$ cat config.mk
export PLATFORM = sky130hd
export DESIGN_NAME = infix_to_rpn_flat
export DESIGN_NICKNAME = d
export VERILOG_FILES = /design/src/rtl/infix_to_rpn_pkg.sv /design/src/rtl/infix_to_rpn_if.sv /design/src/rtl/infix_to_rpn_op_stack.sv /design/src/rtl/infix_to_rpn.sv /design/src/flat_wrapper.sv
export SDC_FILE = /design/constraint.sdc
export NUM_CORES = 1
export LEC_CHECK = 0
export BUFFER_PORTS_ARGS = -buffer_cell sky130_fd_sc_hd__buf_2
export CAP_MARGIN = 20
export CORE_UTILIZATION = 40
export CTS_CLUSTER_SIZE = 30
export DETAILED_ROUTE_END_ITERATION = 10
export PLACE_DENSITY_LB_ADDON = 0.2
export SYNTH_ARGS = -nofsm -noshare
export SYNTH_HDL_FRONTEND = slang
export SYNTH_SLANG_ARGS = --single-unit
$ cat constraint.sdc
create_clock -name CLK -period 5.6 [get_ports CLK]
set_input_delay 0.28 -clock CLK [delete_from_list [all_inputs] [get_ports CLK]]
set_output_delay 0.28 -clock CLK [all_outputs]
set_load 0.005 [all_outputs]
$ cat src/rtl/infix_to_rpn_pkg.sv
// Shared definitions for the infix-to-RPN converter.
//   - ASCII token constants for the recognised operators and digits
//   - STACK_DEPTH default for the operator stack
//   - state_e: controller states (IDLE, PROC, END, ERR)
//   - act_e:   the single stack action chosen in a PROC cycle
//   - prec(), is_token(): operator classification helpers
package infix_pkg;

  localparam int unsigned STACK_DEPTH = 16;

  localparam logic [7:0] Ch0    = 8'h30;  // '0'
  localparam logic [7:0] Ch9    = 8'h39;  // '9'
  localparam logic [7:0] ChPlus = 8'h2b;  // '+'
  localparam logic [7:0] ChMin  = 8'h2d;  // '-'
  localparam logic [7:0] ChMul  = 8'h2a;  // '*'
  localparam logic [7:0] ChDiv  = 8'h2f;  // '/'
  localparam logic [7:0] ChLpar = 8'h28;  // '('
  localparam logic [7:0] ChRpar = 8'h29;  // ')'
  localparam logic [7:0] ChEq   = 8'h3d;  // '='

  typedef enum logic [1:0] {
    IDLE = 2'd0,
    PROC = 2'd1,
    END  = 2'd2,
    ERR  = 2'd3
  } state_e;

  typedef enum logic [2:0] {
    ActNone    = 3'd0,
    ActPopEmit = 3'd1,  // pop top and show it on the sign output
    ActPopDrop = 3'd2,  // pop the matching '(' silently
    ActPush    = 3'd3,
    ActEnd     = 3'd4,
    ActErr     = 3'd5
  } act_e;

  // Binary operator precedence; 0 for anything that is not one.
  function automatic logic [1:0] prec(input logic [7:0] c);
    if ((c == ChMul) || (c == ChDiv)) return 2'd2;
    if ((c == ChPlus) || (c == ChMin)) return 2'd1;
    return 2'd0;
  endfunction

  // Non-digit characters that enter the PROC path.
  function automatic logic is_token(input logic [7:0] c);
    return (c == ChPlus) || (c == ChMin) || (c == ChMul) || (c == ChDiv) ||
           (c == ChLpar) || (c == ChRpar) || (c == ChEq);
  endfunction

endpackage

$ cat src/rtl/infix_to_rpn_if.sv
// Character input handshake and postfix output bus of infix_to_rpn.
//   IN_CHAR/IN_STB/IN_READY : infix character stream (accepted when STB && READY)
//   OUT_NUMBER/NUMBER_STB   : postfix operand and its one-cycle strobe
//   OUT_SIGN/SIGN_STB       : postfix operator and its one-cycle strobe
//   BUSY, ERROR             : status
// master = character source / token sink, slave = the converter.
interface infix_to_rpn_if;
  logic [7:0] IN_CHAR;
  logic       IN_STB;
  logic       IN_READY;
  logic [7:0] OUT_NUMBER;
  logic       NUMBER_STB;
  logic [7:0] OUT_SIGN;
  logic       SIGN_STB;
  logic       BUSY;
  logic       ERROR;

  modport master (
    output IN_CHAR, IN_STB,
    input  IN_READY, OUT_NUMBER, NUMBER_STB, OUT_SIGN, SIGN_STB, BUSY, ERROR
  );

  modport slave (
    input  IN_CHAR, IN_STB,
    output IN_READY, OUT_NUMBER, NUMBER_STB, OUT_SIGN, SIGN_STB, BUSY, ERROR
  );
endinterface

$ cat src/rtl/infix_to_rpn_op_stack.sv
// op_stack: 8-bit LIFO holding pending operators and '('.
//   CLK, RST   : clock, synchronous active-high reset (empties the stack)
//   i_push     : write i_data on top (ignored when full)
//   i_pop      : drop the top entry (ignored when empty)
//   i_clear    : empty the stack
//   o_top      : current top entry (0 when empty)
//   o_full, o_empty : occupancy flags
module op_stack #(
  parameter int unsigned DEPTH = 16
) (
  input  logic       CLK,
  input  logic       RST,
  input  logic       i_push,
  input  logic       i_pop,
  input  logic       i_clear,
  input  logic [7:0] i_data,
  output logic [7:0] o_top,
  output logic       o_full,
  output logic       o_empty
);

  localparam int unsigned SpW  = $clog2(DEPTH + 1);
  localparam int unsigned IdxW = (DEPTH > 1) ? $clog2(DEPTH) : 1;
  localparam logic [SpW-1:0] SpOne = SpW'(1);

  logic [7:0]     r_mem [DEPTH];
  logic [SpW-1:0] r_sp;
  logic [IdxW-1:0] w_top_idx;
  logic           w_do_push;
  logic           w_do_pop;

  assign o_full    = (r_sp == SpW'(DEPTH));
  assign o_empty   = (r_sp == '0);
  assign w_do_push = i_push && !o_full;
  assign w_do_pop  = i_pop && !o_empty;
  assign w_top_idx = IdxW'(r_sp - SpOne);
  assign o_top     = o_empty ? 8'h00 : r_mem[w_top_idx];

  always_ff @(posedge CLK) begin
    if (RST || i_clear) begin
      r_sp <= '0;
    end else if (w_do_push) begin
      r_sp <= r_sp + SpOne;
    end else if (w_do_pop) begin
      r_sp <= r_sp - SpOne;
    end
  end

  // Storage needs no reset: entries above the pointer are never read.
  always_ff @(posedge CLK) begin
    if (!RST && !i_clear && w_do_push) begin
      r_mem[IdxW'(r_sp)] <= i_data;
    end
  end

endmodule

$ cat src/rtl/infix_to_rpn.sv
// infix_to_rpn: streaming shunting-yard converter from ASCII infix to postfix.
//   CLK, RST : clock, synchronous active-high reset
//   bus_if   : infix_to_rpn_if.slave
//     IN_CHAR/IN_STB/IN_READY  character input, ready only in IDLE without ERROR
//     OUT_NUMBER/NUMBER_STB    operand output (8-bit, value wraps mod 256)
//     OUT_SIGN/SIGN_STB        operator output as ASCII
//     NUMBER_STB & SIGN_STB together with OUT_SIGN='=' mark end of expression
//     BUSY                     state != IDLE
//     ERROR                    sticky syntax / stack-overflow flag, cleared by RST
module infix_to_rpn
  import infix_pkg::*;
#(
  parameter int unsigned STACK_DEPTH = infix_pkg::STACK_DEPTH
) (
  input logic            CLK,
  input logic            RST,
  infix_to_rpn_if.slave  bus_if
);

  state_e     r_state;
  logic [7:0] r_acc;
  logic       r_have_num;
  logic [7:0] r_pending;
  logic       r_error;
  logic [7:0] r_out_number;
  logic       r_number_stb;
  logic [7:0] r_out_sign;
  logic       r_sign_stb;

  logic       w_in_ready;
  logic       w_accept;
  logic       w_is_digit;
  logic [7:0] w_digit;
  act_e       w_act;
  logic [7:0] w_top;
  logic       w_full;
  logic       w_empty;
  logic       w_push;
  logic       w_pop;
  logic       w_clear;

  assign w_in_ready = (r_state == IDLE) && !r_error;
  assign w_accept   = bus_if.IN_STB && w_in_ready;
  assign w_is_digit = (bus_if.IN_CHAR >= Ch0) && (bus_if.IN_CHAR <= Ch9);
  assign w_digit    = bus_if.IN_CHAR - Ch0;

  // One stack action per PROC cycle, chosen from the pending token and the top.
  always_comb begin
    w_act = ActNone;
    if (r_state == PROC) begin
      if (r_pending == ChLpar) begin
        w_act = w_full ? ActErr : ActPush;
      end else if (r_pending == ChRpar) begin
        if (w_empty)               w_act = ActErr;
        else if (w_top == ChLpar)  w_act = ActPopDrop;
        else                       w_act = ActPopEmit;
      end else if (r_pending == ChEq) begin
        if (w_empty)               w_act = ActEnd;
        else if (w_top == ChLpar)  w_act = ActErr;
        else                       w_act = ActPopEmit;
      end else begin
        // Left-associative: equal precedence pops too; '(' acts as a barrier.
        if (!w_empty && (w_top != ChLpar) && (prec(w_top) >= prec(r_pending))) begin
          w_act = ActPopEmit;
        end else begin
          w_act = w_full ? ActErr : ActPush;
        end
      end
    end
  end

  assign w_push  = (w_act == ActPush);
  assign w_pop   = (w_act == ActPopEmit) || (w_act == ActPopDrop);
  assign w_clear = (r_state == END);

  op_stack #(
    .DEPTH (STACK_DEPTH)
  ) u_op_stack (
    .CLK     (CLK),
    .RST     (RST),
    .i_push  (w_push),
    .i_pop   (w_pop),
    .i_clear (w_clear),
    .i_data  (r_pending),
    .o_top   (w_top),
    .o_full  (w_full),
    .o_empty (w_empty)
  );

  always_ff @(posedge CLK) begin
    if (RST) begin
      r_state      <= IDLE;
      r_acc        <= 8'h00;
      r_have_num   <= 1'b0;
      r_pending    <= 8'h00;
      r_error      <= 1'b0;
      r_out_number <= 8'h00;
      r_number_stb <= 1'b0;
      r_out_sign   <= 8'h00;
      r_sign_stb   <= 1'b0;
    end else begin
      r_number_stb <= 1'b0;
      r_sign_stb   <= 1'b0;
      unique case (r_state)
        IDLE: begin
          if (w_accept) begin
            if (w_is_digit) begin
              r_acc      <= r_acc * 8'd10 + w_digit;
              r_have_num <= 1'b1;
            end else if (is_token(bus_if.IN_CHAR)) begin
              r_pending <= bus_if.IN_CHAR;
              r_state   <= PROC;
              if (r_have_num) begin
                r_out_number <= r_acc;
                r_number_stb <= 1'b1;
              end
              r_acc      <= 8'h00;
              r_have_num <= 1'b0;
            end
          end
        end
        PROC: begin
          case (w_act)
            ActPopEmit: begin
              r_out_sign <= w_top;
              r_sign_stb <= 1'b1;
            end
            ActPopDrop, ActPush: r_state <= IDLE;
            ActEnd: begin
              // Marker is visible while the controller sits in END.
              r_out_sign   <= ChEq;
              r_sign_stb   <= 1'b1;
              r_number_stb <= 1'b1;
              r_state      <= END;
            end
            ActErr: begin
              r_error <= 1'b1;
              r_state <= ERR;
            end
            default: ;
          endcase
        end
        END:  r_state <= IDLE;
        ERR:  r_state <= ERR;
      endcase
    end
  end

  assign bus_if.IN_READY   = w_in_ready;
  assign bus_if.OUT_NUMBER = r_out_number;
  assign bus_if.NUMBER_STB = r_number_stb;
  assign bus_if.OUT_SIGN   = r_out_sign;
  assign bus_if.SIGN_STB   = r_sign_stb;
  assign bus_if.BUSY       = (r_state != IDLE);
  assign bus_if.ERROR      = r_error;

endmodule

$ cat src/flat_wrapper.sv
// flat-port wrapper written by rule: the top's interface ports become plain ports
module infix_to_rpn_flat import infix_pkg::*;
#(
  parameter int unsigned STACK_DEPTH = infix_pkg::STACK_DEPTH
)
  (CLK, RST, bus_if_IN_CHAR, bus_if_IN_STB, bus_if_IN_READY, bus_if_OUT_NUMBER, bus_if_NUMBER_STB, bus_if_OUT_SIGN, bus_if_SIGN_STB, bus_if_BUSY, bus_if_ERROR);
  infix_to_rpn_if bus_if_i ();
  input logic CLK;
  input logic RST;
  input wire logic [$bits(bus_if_i.IN_CHAR)-1:0] bus_if_IN_CHAR;
  input wire logic [$bits(bus_if_i.IN_STB)-1:0] bus_if_IN_STB;
  output wire logic [$bits(bus_if_i.IN_READY)-1:0] bus_if_IN_READY;
  output wire logic [$bits(bus_if_i.OUT_NUMBER)-1:0] bus_if_OUT_NUMBER;
  output wire logic [$bits(bus_if_i.NUMBER_STB)-1:0] bus_if_NUMBER_STB;
  output wire logic [$bits(bus_if_i.OUT_SIGN)-1:0] bus_if_OUT_SIGN;
  output wire logic [$bits(bus_if_i.SIGN_STB)-1:0] bus_if_SIGN_STB;
  output wire logic [$bits(bus_if_i.BUSY)-1:0] bus_if_BUSY;
  output wire logic [$bits(bus_if_i.ERROR)-1:0] bus_if_ERROR;
  assign bus_if_i.IN_CHAR = bus_if_IN_CHAR;
  assign bus_if_i.IN_STB = bus_if_IN_STB;
  assign bus_if_IN_READY = bus_if_i.IN_READY;
  assign bus_if_OUT_NUMBER = bus_if_i.OUT_NUMBER;
  assign bus_if_NUMBER_STB = bus_if_i.NUMBER_STB;
  assign bus_if_OUT_SIGN = bus_if_i.OUT_SIGN;
  assign bus_if_SIGN_STB = bus_if_i.SIGN_STB;
  assign bus_if_BUSY = bus_if_i.BUSY;
  assign bus_if_ERROR = bus_if_i.ERROR;
  infix_to_rpn #(.STACK_DEPTH(STACK_DEPTH)) u_core (.CLK(CLK), .RST(RST), .bus_if(bus_if_i));
endmodule
==> flow_metrics.py <==
metrics = {
    "floorplanning": {
        "rows": 50,
        "die-height_um": 141,
        "dieArea_um2": 20000,
        "core-area_um2": 18900,
        "ioPinCount": 32,
        "die_w_um": 141,
        "start_util_pct": 41.2,
    },
    "cts": {
        "cts_tree": "done",
        "cts_buffer_depth": 2,
        "htree_num_levels": 4,
        "holdBufCountCts": 0,
        "cts_root_buffer": "clkbuf_16",
        "clk_pin_slew_worst_paths_ns": 0.06,
        "numCtsBuffers": 17,
        "cts.sinks": 171,
        "cts_resized": 0,
        "worstSkewPairLatency_ns": 0.44,
        "postCtsSetupBuffers": 0,
    },
    "sta": {
        "slew_headroom_pct": 29.0,
        "skew_ns": 0.00800,
        "setup_viol": 0,
        "tns_ns": 0,
        "rsz0062_at_grt": "no",
        "final_max_slew_viol_count": 0,
        "max_slew.worst_pin.slew_ns": 1.06,
        "post-route-period-util_pct": 91.9,
        "fmax_mhz": 194,
        "finalHoldViolCount": 0,
        "finalCriticalPeriod_ns": 5.15,
        "setup_ws_ns": 0.452,
    },
    "critical_path": {
        "start_kind": "flip-flop",
        "required_ns": 5.69,
        "rrSetupSlack_ns": 0.45,
        "worstPathArrival_ns": 5.24,
        "worstSetupPathType": "flip-flop to flip-flop",
        "worstPathMaxFanout": 16,
        "cp-end-kind": "flip-flop",
    },
    "synth": {
        "syn_area_um2": 7780,
        "yosys.area.top_type_share_pct": 49.4,
        "synth_cell_types": 68,
        "ys_ff_latch": 171,
        "yosysTopAreaCell": "edfxtp_1",
        "avgSynthCellArea_um2": 13.6,
        "ys_warn_count": 0,
        "synthTopCellsByCount": "edfxtp_1 (128), dfxtp_1 (43), nor2_1 (37)",
        "netlist_instances": 571,
        "async_flop_share_pct": 0,
        "syn-num-nets": 609,
        "ys_seq_area_share_pct": 60.5,
        "synth_edf_count": 128,
        "yosys-top-cells-area": "edfxtp_1 (49%), dfxtp_1 (11%), mux4_2 (5.8%)",
        "synthFlopType": "edfxtp_1",
        "synth_most_common_cell": "edfxtp_1",
    },
    "layout": {
        "diodes": 0,
        "fin_area_um2": 8790,
        "drive_gt1_share_pct": 17.6,
        "area_growth_pct": 12.9,
        "nets": 643,
    },
    "global_routing": {
        "grt_pass1_vias": 4862,
        "grt_max_degree": 41,
        "grtUsageTotal_pct": 19.6,
        "grt-ovfl-total": 0,
        "grt_first_pass_wirelength_um": 28500,
        "antenna_found_initial": 0,
    },
    "power": {
        "leakagePower_nw": 3.06,
        "ir_worst_vdd_mv": 0.149,
        "power_density_nw_per_um2": 296,
    },
    "place": {
        "gp_congestion": 0.903,
        "port_buffers": 31,
        "place_ws_ns": 0.108,
        "postPlaceCellArea_um2": 8180,
        "hpwl_um": 12600,
    },
    "drt": {
        "detail_route.vias_per_cell": 5.42,
        "wl_um": 18400,
        "firstDrtPassIters": 5,
        "drt-wirelength-per-cell_um": 20.9,
        "ant_nets": 0,
        "drc": 0,
        "vias": 4756,
        "drt_iter0_markers": 431,
    },
    "outcome": {
        "outcome": "finished clean",
    },
    "worst_hold_path": {
        "hp-class": "primary input to flip-flop",
    },
    "run": {
        "maxCapViolations": 0,
    },
}
registers in the layout, summed over array words and instances, names as in the netlist:
register	count
u_core.bus_if.SIGN_STB	1
u_core.u_op_stack.r_mem	128
u_core.r_acc	8
u_core.r_have_num	1
u_core.bus_if.NUMBER_STB	1
u_core.r_state	2
u_core.bus_if.OUT_SIGN	8
u_core.bus_if.ERROR	1
u_core.bus_if.OUT_NUMBER	8
u_core.r_pending	8
u_core.u_op_stack.r_sp	5
placed cells by master, fill, tap and decap left out, drive strengths merged, types with 6 or more instances in the layout:
cell type  instances
a21o               6
a21oi             33
a22oi             10
and2               7
and3              23
buf               39
clkbuf            18
clkinvlp           7
dfxtp             43
edfxtp           128
ha                25
inv               24
mux2i             34
mux4              23
nand2             27
nand2b             7
nand3             36
nor2              37
nor3               8
o21ai             10
xnor2             15
metal layers:
layer  GRT usage [%]  share of wire, %  vias to the layer above
li1                -                 -                     2236
met1            24.8                42                     2354
met2            33.1                50                      141
met3            4.02               5.1                       25
met4            8.09               2.2                        0
met5               0                 0                        -
report_power, final:
group | switching [mW] | internal, mW | leakage, nW
Sequential | 0.00361 | 1.35 | 1.41
Clock | 0.493 | 0.701 | 0.268
Combinational | 0.0363 | 0.0249 | 1.38
worst max-delay path, cell delays in order (launching register included):
cell and delay [ns]:
dfxtp_1 0.47, inv_1 0.15, ha_2 0.54, inv_1 0.14, buf_4 0.20, a2111oi_0 0.60
o32ai_2 0.20, nor4b_2 0.40, and2_1 0.19, nand3_1 0.07, ha_1 0.31, nand2b_1 0.14
a21oi_1 0.19, o21ai_0 0.14, o211ai_2 0.15, and3_2 0.44, and3_1 0.46
stage by stage:
step                      util [%]  total power, mW  hold slack [ns]  cells
final                         46.5             2.60            0.144    878
after global routing          46.5             2.68            0.171    878
after CTS                     46.5             2.62            0.139    878
after detailed placement      43.3             1.44            0.443    846
after global placement        43.3             1.44            0.445    846
after floorplan                  -             1.42            0.427    571
path summary, 6_finish.rpt:
path | depth (start not counted) | end | start
hold / removal | 3 | u_core.r_pending[0]$_SDFFE_PP0P_ | bus_if_IN_CHAR[0]
setup reg to reg | 16 | u_core.u_op_stack.r_mem[7][6]$_DFFE_PP_ | u_core.u_op_stack.r_sp[1]$_SDFFE_PP0P_
setup / recovery | 16 | u_core.u_op_stack.r_mem[7][6]$_DFFE_PP_ | u_core.u_op_stack.r_sp[1]$_SDFFE_PP0P_
hold reg to reg | 2 | u_core.bus_if.OUT_NUMBER[4]$_SDFFE_PP0P_ | u_core.bus_if.OUT_NUMBER[4]$_SDFFE_PP0P_
cells by family after synthesis:
group	after synthesis	synth area share [%]
DFF	171	60.5
and+or+nand+nor	167	11.3
AOI/OAI and AO/OA	83	7.22
muxes	57	11.2
buffers and inverters	48	2.99
adders and majority gates	27	4.53
xor gates and xnor gates	18	2.36
layout make-up:
class | instances | area (um^2)
fill | 1690 | 10100
tap | 260 | 325
clock buffer | 18 | 429
inverter | 24 | 90.1
sequential | 171 | 4710
clock inverter | 14 | 173
timing repair buffer | 39 | 215
multi-input combinational | 352 | 2850
Power figures use the tool's default switching activity.
